--- src/rtl/piece_mover.sv ---
// rtl/piece_mover.sv - active-piece engine: spawn load, gravity, lateral moves, hard drop, landing
//
// Ports:
//   clka        clock, all logic on posedge
//   restart     synchronous active-high reset
//   state       game phase; 1 = MOVE
//   board_in    board from clear/redraw (landed cells plus spawned piece)
//   curr_piece  piece id: 00 single, 01 bar, 10 square, 11 L
//   btn_left    move-left level (rising edge acts)
//   btn_right   move-right level (rising edge acts)
//   btn_drop    hard-drop level (rising edge acts)
//   board_out   registered background | piece mask
//   landed      one-cycle pulse on the first LANDED cycle
//   moving      high while falling or dropping
module piece_mover #(
    parameter int ROWS     = 8,
    parameter int COLS     = 4,
    parameter int TICK_DIV = 4
) (
    input  logic                   clka,
    input  logic                   restart,
    input  logic [2:0]             state,
    input  logic [ROWS*COLS-1:0]   board_in,
    input  logic [1:0]             curr_piece,
    input  logic                   btn_left,
    input  logic                   btn_right,
    input  logic                   btn_drop,
    output logic [ROWS*COLS-1:0]   board_out,
    output logic                   landed,
    output logic                   moving
);
    localparam int BW = ROWS * COLS;
    localparam int CW = (TICK_DIV > 2) ? $clog2(TICK_DIV) : 1;

    function automatic logic [BW-1:0] col_mask(input int c);
        logic [BW-1:0] m;
        m = '0;
        for (int r = 0; r < ROWS; r++) m[r*COLS+c] = 1'b1;
        return m;
    endfunction

    function automatic logic [BW-1:0] bottom_row();
        logic [BW-1:0] m;
        m = '0;
        for (int c = 0; c < COLS; c++) m[(ROWS-1)*COLS+c] = 1'b1;
        return m;
    endfunction

    localparam logic [BW-1:0] COL_L = col_mask(0);
    localparam logic [BW-1:0] COL_R = col_mask(COLS-1);
    localparam logic [BW-1:0] ROW_B = bottom_row();

    typedef enum logic [2:0] {
        S_IDLE, S_LOAD, S_FALL, S_DROP, S_LANDED
    } fsm_t;

    fsm_t          fsm_q, fsm_d;
    logic [BW-1:0] mask_q, mask_d;
    logic [BW-1:0] bg_q, bg_d;
    logic [BW-1:0] board_q;
    logic [CW-1:0] cnt_q, cnt_d;
    logic          pend_q, pend_d;
    logic          landed_q;
    logic          left_q, right_q, drop_q;

    logic [BW-1:0] spawn;
    logic          in_move, tick, do_down, down_blocked;
    logic          left_e, right_e, drop_e, can_left, can_right;

    always_comb begin
        spawn = '0;
        case (curr_piece)
            2'b00: spawn[1] = 1'b1;
            2'b01: begin spawn[1] = 1'b1; spawn[COLS+1] = 1'b1; end
            2'b10: begin
                spawn[1] = 1'b1; spawn[2] = 1'b1;
                spawn[COLS+1] = 1'b1; spawn[COLS+2] = 1'b1;
            end
            default: begin
                spawn[1] = 1'b1; spawn[COLS+1] = 1'b1; spawn[COLS+2] = 1'b1;
            end
        endcase
    end

    assign in_move      = (state == 3'd1);
    assign tick         = (cnt_q == CW'(TICK_DIV-1));
    assign left_e       = btn_left  & ~left_q;
    assign right_e      = btn_right & ~right_q;
    assign drop_e       = btn_drop  & ~drop_q;
    // Column guards stop a shift from wrapping into the neighbouring row.
    assign can_left     = ~|(mask_q & COL_L) & ~|((mask_q >> 1) & bg_q);
    assign can_right    = ~|(mask_q & COL_R) & ~|((mask_q << 1) & bg_q);
    assign down_blocked = |(mask_q & ROW_B) | |((mask_q << COLS) & bg_q);

    always_comb begin
        fsm_d   = fsm_q;
        mask_d  = mask_q;
        bg_d    = bg_q;
        cnt_d   = cnt_q;
        pend_d  = pend_q;
        do_down = 1'b0;
        case (fsm_q)
            S_IDLE: if (in_move) fsm_d = S_LOAD;
            S_LOAD: begin
                if (!in_move) begin
                    fsm_d = S_IDLE;
                end else begin
                    mask_d = spawn;
                    bg_d   = board_in & ~spawn;
                    cnt_d  = '0;
                    pend_d = 1'b0;
                    fsm_d  = S_FALL;
                end
            end
            S_FALL: begin
                if (!in_move) begin
                    fsm_d = S_IDLE;
                end else begin
                    cnt_d = tick ? '0 : cnt_q + 1'b1;
                    if (drop_e) begin
                        fsm_d = S_DROP;
                    end else if ((left_e ^ right_e) && (left_e ? can_left : can_right)) begin
                        mask_d = left_e ? (mask_q >> 1) : (mask_q << 1);
                        // Gravity colliding with a lateral move is deferred one cycle.
                        if (tick) pend_d = 1'b1;
                    end else if (tick || pend_q) begin
                        pend_d  = 1'b0;
                        do_down = 1'b1;
                    end
                end
            end
            S_DROP: begin
                if (!in_move) fsm_d = S_IDLE;
                else          do_down = 1'b1;
            end
            S_LANDED: if (!in_move) fsm_d = S_IDLE;
            default:  fsm_d = S_IDLE;
        endcase
        if (do_down) begin
            if (down_blocked) begin
                bg_d   = bg_q | mask_q;
                mask_d = '0;
                fsm_d  = S_LANDED;
            end else begin
                mask_d = mask_q << COLS;
            end
        end
    end

    always_ff @(posedge clka) begin
        if (restart) begin
            fsm_q    <= S_IDLE;
            mask_q   <= '0;
            bg_q     <= '0;
            board_q  <= '0;
            cnt_q    <= '0;
            pend_q   <= 1'b0;
            landed_q <= 1'b0;
            left_q   <= 1'b0;
            right_q  <= 1'b0;
            drop_q   <= 1'b0;
        end else begin
            fsm_q    <= fsm_d;
            mask_q   <= mask_d;
            bg_q     <= bg_d;
            board_q  <= bg_d | mask_d;
            cnt_q    <= cnt_d;
            pend_q   <= pend_d;
            landed_q <= (fsm_d == S_LANDED) && (fsm_q != S_LANDED);
            left_q   <= btn_left;
            right_q  <= btn_right;
            drop_q   <= btn_drop;
        end
    end

    assign board_out = board_q;
    assign landed    = landed_q;
    assign moving    = (fsm_q == S_FALL) || (fsm_q == S_DROP);
endmodule
--- config.mk ---
export PLATFORM = sky130hd
export DESIGN_NAME = piece_mover
export DESIGN_NICKNAME = d
export VERILOG_FILES = /design/src/rtl/piece_mover.sv
export SDC_FILE = /design/constraint.sdc
export NUM_CORES = 1
export LEC_CHECK = 0
export CAP_MARGIN = 20
export CORE_ASPECT_RATIO = 1.2
export CORE_MARGIN = 10
export CORE_UTILIZATION = 36
export DETAILED_ROUTE_END_ITERATION = 8
export DONT_BUFFER_PORTS = 1
export PLACE_DENSITY = 0.61
export SLEW_MARGIN = 10
export SYNTH_ARGS = -nofsm -noshare
export SYNTH_HDL_FRONTEND = slang
export SYNTH_SLANG_ARGS = --single-unit
export TNS_END_PERCENT = 1
--- constraint.sdc ---
create_clock -name clka -period 2.85 [get_ports clka]
set_clock_uncertainty 0.1 [all_clocks]
set_input_delay 0.285 -clock clka [delete_from_list [all_inputs] [get_ports clka]]
set_output_delay 0.285 -clock clka [all_outputs]
set_load 0.02 [all_outputs]
* Yosys cells after proc, flatten, opt, wreduce, memory -nomap -nowiden
Cells that the tools add are included.
** Storage, ports and cells
- Input bits :: 42
- Flip-flop bits (word level) :: 106
** Cells by class
- Muxes and demuxes :: 41
- Add/sub/neg operators :: 1
- Bitwise operators :: 17
- Equality and inequality tests :: 15
- Reductions and logical operators :: 21
** Operator list (count)
- 32-bit two-way mux :: 11
- 32-bit bitwise AND :: 3
- 32-bit OR reduction :: 3
- 32-bit OR :: 2
- 32-bit one-hot mux with 2 select lines :: 1
- 31-bit by 32-bit bitwise AND with 32-bit output :: 1
- 7-bit NOT with 32-bit output :: 1
- 3-bit two-way mux :: 6
- 8-bit OR reduction :: 2
- 1-bit two-way mux :: 15
- 3-bit one-hot mux with 4 select lines :: 1
- 3-bit inequality test (second input constant) :: 3
- 2-bit two-way mux :: 4
- 3-bit by 1-bit equality test with 1-bit output (second input constant) :: 2
- 3-bit by 2-bit equality test with 1-bit output (second input constant) :: 2
- 3-bit equality test (second input constant) :: 2
- 2-bit inequality test (second input constant) :: 3
- 6-bit AND reduction :: 1
- 1-bit bitwise AND :: 5
- 2-bit equality test (second input constant) :: 2
- 1-bit zero test :: 4
- 1-bit one-hot mux with 2 select lines :: 2
- 2-bit one-hot mux with 2 select lines :: 1
- 2-bit OR reduction :: 2
- other kinds (12) :: 16

* Longest topological paths before layout
- Depth in word-level cells :: 13
- Depth in mapped cells :: 12
- Mapped depth without buffers :: 8

* Worst setup path after synthesis
OpenSTA, ideal clock, no wires.
- Path kind :: register to register
- From :: reg mask_q[6]
- To :: reg board_q[28] (netlist: board_out[28])
- Arrival :: 2.515 ns
- Setup slack :: 0.113 ns
- Setup time :: 0.122 ns
- Cell stages (with the launch flop) :: 12
- Period minus slack after synthesis :: 2.737 ns
- Required time :: 2.628 ns
- Cell sequence :: dfxtp_1 -> buf_6 -> a22o_1 -> a221oi_2 -> nand3_1 -> or4_4 -> a211oi_2 -> buf_6 -> buf_12 -> nor2_1 -> a31o_1 -> a221o_1
** Between the ends
- Longest elaborated chain between the ends :: 12
- Elaborated cells between the ends (all ways) :: 26
- Classes of those cells :: 13 x mux; 7 x bitwise; 6 x reduce/logical
** RTL lines
- from (decl) :: RTL line 58 : logic [BW-1:0] mask_q, mask_d;
- from (signal assigned) :: RTL line 164 : mask_q <= mask_d;
- 32-bit bitwise AND / 31-bit by 32-bit bitwise AND with 32-bit output (equally long branches) :: RTL line 92, 91
- 32-bit OR reduction (on tied branches) :: RTL line 92, 91
- 1-bit zero test (on tied branches) :: RTL line 92, 91
- 1-bit bitwise AND (on tied branches) :: RTL line 92, 91
- 1-bit two-way mux :: RTL line 122 : end else if ((left_e ^ right_e) && (left_e ? can_left : can_right)) begin
- 1-bit logical AND :: RTL line 122
- 1-bit two-way mux / 32-bit two-way mux (equally long branches) :: RTL line 122
- 1-bit two-way mux / 32-bit two-way mux (equally long branches) :: RTL line 120 : if (drop_e) begin
- 1-bit two-way mux / 32-bit two-way mux (equally long branches) :: RTL line 116 : if (!in_move) begin
- 1-bit one-hot mux with 2 select lines / 32-bit one-hot mux with 2 select lines (equally long branches) :: RTL line 102 : case (fsm_q)
- 32-bit two-way mux :: RTL line 139 : if (do_down) begin
- 32-bit OR * :: RTL line 166 : board_q <= bg_d | mask_d;
- to (signal assigned) :: RTL line 166
- to (decl) :: RTL line 60 : logic [BW-1:0] board_q;
Every way passes the cells marked *; elsewhere a longest branch is shown, timed or not.
A chain may end at the register's enable or synchronous reset.

* Worst setup path after layout
- From :: reg bg_q[28]
- To :: reg board_q[12] (netlist: board_out[12])
** Between the ends
- Longest elaborated chain between the ends :: 12
- Elaborated cells between the ends (all ways) :: 26
- Classes of those cells :: 13 x mux; 7 x bitwise; 6 x reduce/logical
** RTL lines
- from (decl) :: RTL line 59 : logic [BW-1:0] bg_q, bg_d;
- from (signal assigned) :: RTL line 165 : bg_q <= bg_d;
- 32-bit bitwise AND / 31-bit by 32-bit bitwise AND with 32-bit output (equally long branches) :: RTL line 92, 91
- 32-bit OR reduction (on tied branches) :: RTL line 92, 91
- 1-bit zero test (on tied branches) :: RTL line 92, 91
- 1-bit bitwise AND (on tied branches) :: RTL line 92, 91
- 1-bit two-way mux :: RTL line 122
- 1-bit logical AND :: RTL line 122
- 1-bit two-way mux / 32-bit two-way mux (equally long branches) :: RTL line 122
- 1-bit two-way mux / 32-bit two-way mux (equally long branches) :: RTL line 120
- 1-bit two-way mux / 32-bit two-way mux (equally long branches) :: RTL line 116
- 1-bit one-hot mux with 2 select lines / 32-bit one-hot mux with 2 select lines (equally long branches) :: RTL line 102
- 32-bit two-way mux :: RTL line 139
- 32-bit OR * :: RTL line 166
Marked as above.

==> metrics.yaml <==
timing:
  fin_crit_sh: 1.03
  drv_slew: 0
  slew_headroom: 0.346
  finalSetupViolations: 31
  post-route-min-period_ns: 2.93
  grt_setup_unrepaired: "yes"
  fin_ws_ns: -0.0792
  hold_viol: 0
  max_slew.worst_pin.slew_ns: 0.982
  max_freq_mhz: 341
synth:
  synth-warning-count: 0
  seq_area_frac_synth: 0.388
  synth_top_family_by_area: "compound AO/OA/AOI/OAI gates"
  synthMuxAreaShare: 0.0953
  synthArstFlopShare: 0
  syn_avg_cell_area_um2: 8.46
  syn-num-nets: 690
  synth_fa_ha_area_frac: 0.00229
  synth-edff-count: 0
  synth_cell_type_count: 56
  ys.flop_type: "dfxtp_1"
  ys_seq_elements: 106
  synth-compound-area-share: 0.235
  synth_xor_area_frac: 0
  synthSimpleGateAreaFrac: 0.215
  syn-instance-count: 647
  syn-cell-area_um2: 5480
routing:
  drt-total-wl_um: 21000
  vias: 5342
  drtIter0Drc: 546
  wire_per_inst_um: 23.3
  ant_nets: 0
  drc: 0
  viasPerCell: 5.93
  firstDrtPassIters: 5
worst_setup_path:
  r2r_start: "bg_q[28]$_SDFF_PP0_"
  regToRegSetupSlack_ns: -0.08
  critPathLaunchType: "flop"
  timing.rr.end: "board_out[12]$_SDFF_PP0_"
  required_ns: 3.04
  reg2regPathDepth: 11
  crit_type: "flop to flop"
  worst_setup_path_end_kind: "flop"
  critPathLaunch: "bg_q[28]$_SDFF_PP0_"
  critical_path_arrival_ns: 3.12
  crit_fanout: 6
  cp-endpoint: "board_out[12]$_SDFF_PP0_"
finish:
  finish.instance_area_um2: 6870
  nNetsFinal: 736
  drive_above_1_share: 0.240
  area_growth_pct: 25.4
  stdcell_count: 901
  mostFrequentLayoutCells: "nor2_1 (88), dfxtp_1 (85), buf_4 (79), nand2_1 (62), mux2i_1 (49)"
  n_antenna_cell: 0
  final_common_cell: "nor2_1"
pwr:
  worst_ir_drop_vdd_v: 0.000265
  leakage_uw: 0.00264
  comb_power_share: 0.047
  p_sw_uw: 662
  clockPowerShare: 0.437
  swShare: 0.227
  powerDensity_nw_per_um2: 424
  pwr-share-seq: 0.516
  p_int_uw: 2250
placed_design:
  place.port_buffers: 0
  place_area_um2: 6160
  gp_congestion: 0.936
  pre_cts_slack_ns: -0.0559
  dp_cells: 868
  dp_hpwl_um: 15100
run_status:
  outcome: "complete, but fails checks"
  violations: "negative setup slack"
cts:
  cts_tree: "done"
  insertion_delay_ns: 0.36
  cts_max_level: 3
  path_clk_slew_ns: 0.07
  clkSinkCount: 106
  numCtsBuffers: 9
  clockBufferDepth: 2
  root_buffer: "clkbuf_16"
floorplanning:
  num_rows: 49
  coreArea_um2: 15000
  die-area_um2: 20600
  start_util: 0.366
  io_pins: 76
  die_y_um: 155
  die_x_um: 133
grt:
  grt_start_max_net_pins: 81
  antenna_found_initial: 0
  grt_pass1_wl_um: 30900
  overflow: 0
  grt_pass1_vias: 5365
  grt_usage: 0.192
run:
  drv_cap: 0
worst_hold_path:
  hold_path_class: "input pin to flop"
## registers in the layout, indices dropped and copies added (netlist names), 2 cells and up
| name | cells |
|---|---|
| bg_q | 32 |
| board_out | 32 |
| mask_q | 32 |
| fsm_q | 3 |
| cnt_q | 2 |
## power groups by stage
stage	registers [µW]	logic (µW)	clock network, µW
3_5_place_dp	1540	107	0
4_1_cts	1500	118	1300
3_3_place_gp	1540	105	0
2_1_floorplan	1530	89.1	0
6_report	1500	137	1270
5_1_grt	1500	144	1340
## layer usage
metal,global-route usage,share of wire,wire length [µm]
met1,0.216,0.40,8290
met3,0.0377,0.058,1220
met4,0.0887,0.033,693
met5,0,0,0
met2,0.342,0.51,10800
## final cells by class
cell class	count	area [µm²]
fill	1478	8090
clock buffer	11	243
sequential	106	2160
clock inverter	4	51.3
timing repair buffer	103	958
tap	204	255
multi-input combinational	462	3160
inverter	11	41.3
## how the worst min path moves through the flow
stage	from	to	slack [ns]	cells past startpoint
final	restart	bg_q[24]$_SDFF_PP0_	0.009	2
after CTS	restart	mask_q[23]$_SDFF_PP0_	-0.12	1
after floorplan	btn_drop	drop_q$_SDFF_PP0_	0.31	1
after global routing	restart	bg_q[24]$_SDFF_PP0_	0.006	2
after global placement	restart	mask_q[25]$_SDFF_PP0_	0.27	1
after detailed placement	restart	mask_q[25]$_SDFF_PP0_	0.27	1
## cell usage after synthesis, types with 9 or more instances
cell / n / share of area
a22o_1: 19 / 0.030
inv_1: 11 / 0.0075
nand4_1: 9 / 0.010
mux2i_1: 51 / 0.093
clkbuf_1: 45 / 0.031
o311a_1: 18 / 0.033
buf_2: 10 / 0.0091
nor3_1: 20 / 0.018
o21bai_1: 28 / 0.038
or4_1: 19 / 0.026
nand2_1: 62 / 0.043
a21oi_1: 25 / 0.023
dfxtp_1: 106 / 0.39
a221oi_1: 16 / 0.026
nor2_1: 90 / 0.062
a22oi_1: 21 / 0.029
nand2b_1: 11 / 0.013
## kinds of logic after synthesis
family,after synthesis
buffers and inverters,79
flip-flops,106
adder cells (fa/ha/maj),1
AND/OR/NAND/NOR,247
AO/OA/AOI/OAI,162
multiplexers,52
## stage by stage
| stage | power (µW) | setup TNS [ns] | hold slack, ns | util |
|---|---|---|---|---|
| finish | 2910 | -1.04 | 0.00942 | 0.459 |
| global route | 2980 | -4.99 | 0.00559 | 0.459 |
| CTS | 2920 | -0.115 | -0.119 | 0.447 |
| detailed placement | 1640 | -0.167 | 0.273 | 0.412 |
| global placement | 1640 | -0.348 | 0.269 | 0.412 |
| floorplan | 1620 | 0 | 0.313 | - |
## timing repair
action,4_1_cts,5_1_grt
pin swaps,8,20
setup buffers,4,3
hold endpoints to repair,48,40
cloned,1,2
resized for setup,40,26
hold buffers,8,1
endpoints found under the setup margin,13,72
## critical path, cell delays in order, from the launching register on
cell      delay [ns]
dfxtp_4         0.37
a22o_1          0.27
a221oi_2        0.17
nand4_1         0.12
or4_4           0.62
a211oi_4        0.30
buf_6           0.15
buf_12          0.14
buf_12          0.14
mux2i_2         0.24
a21oi_2         0.10
o21bai_1        0.13
(Power assumes the default switching activity.)
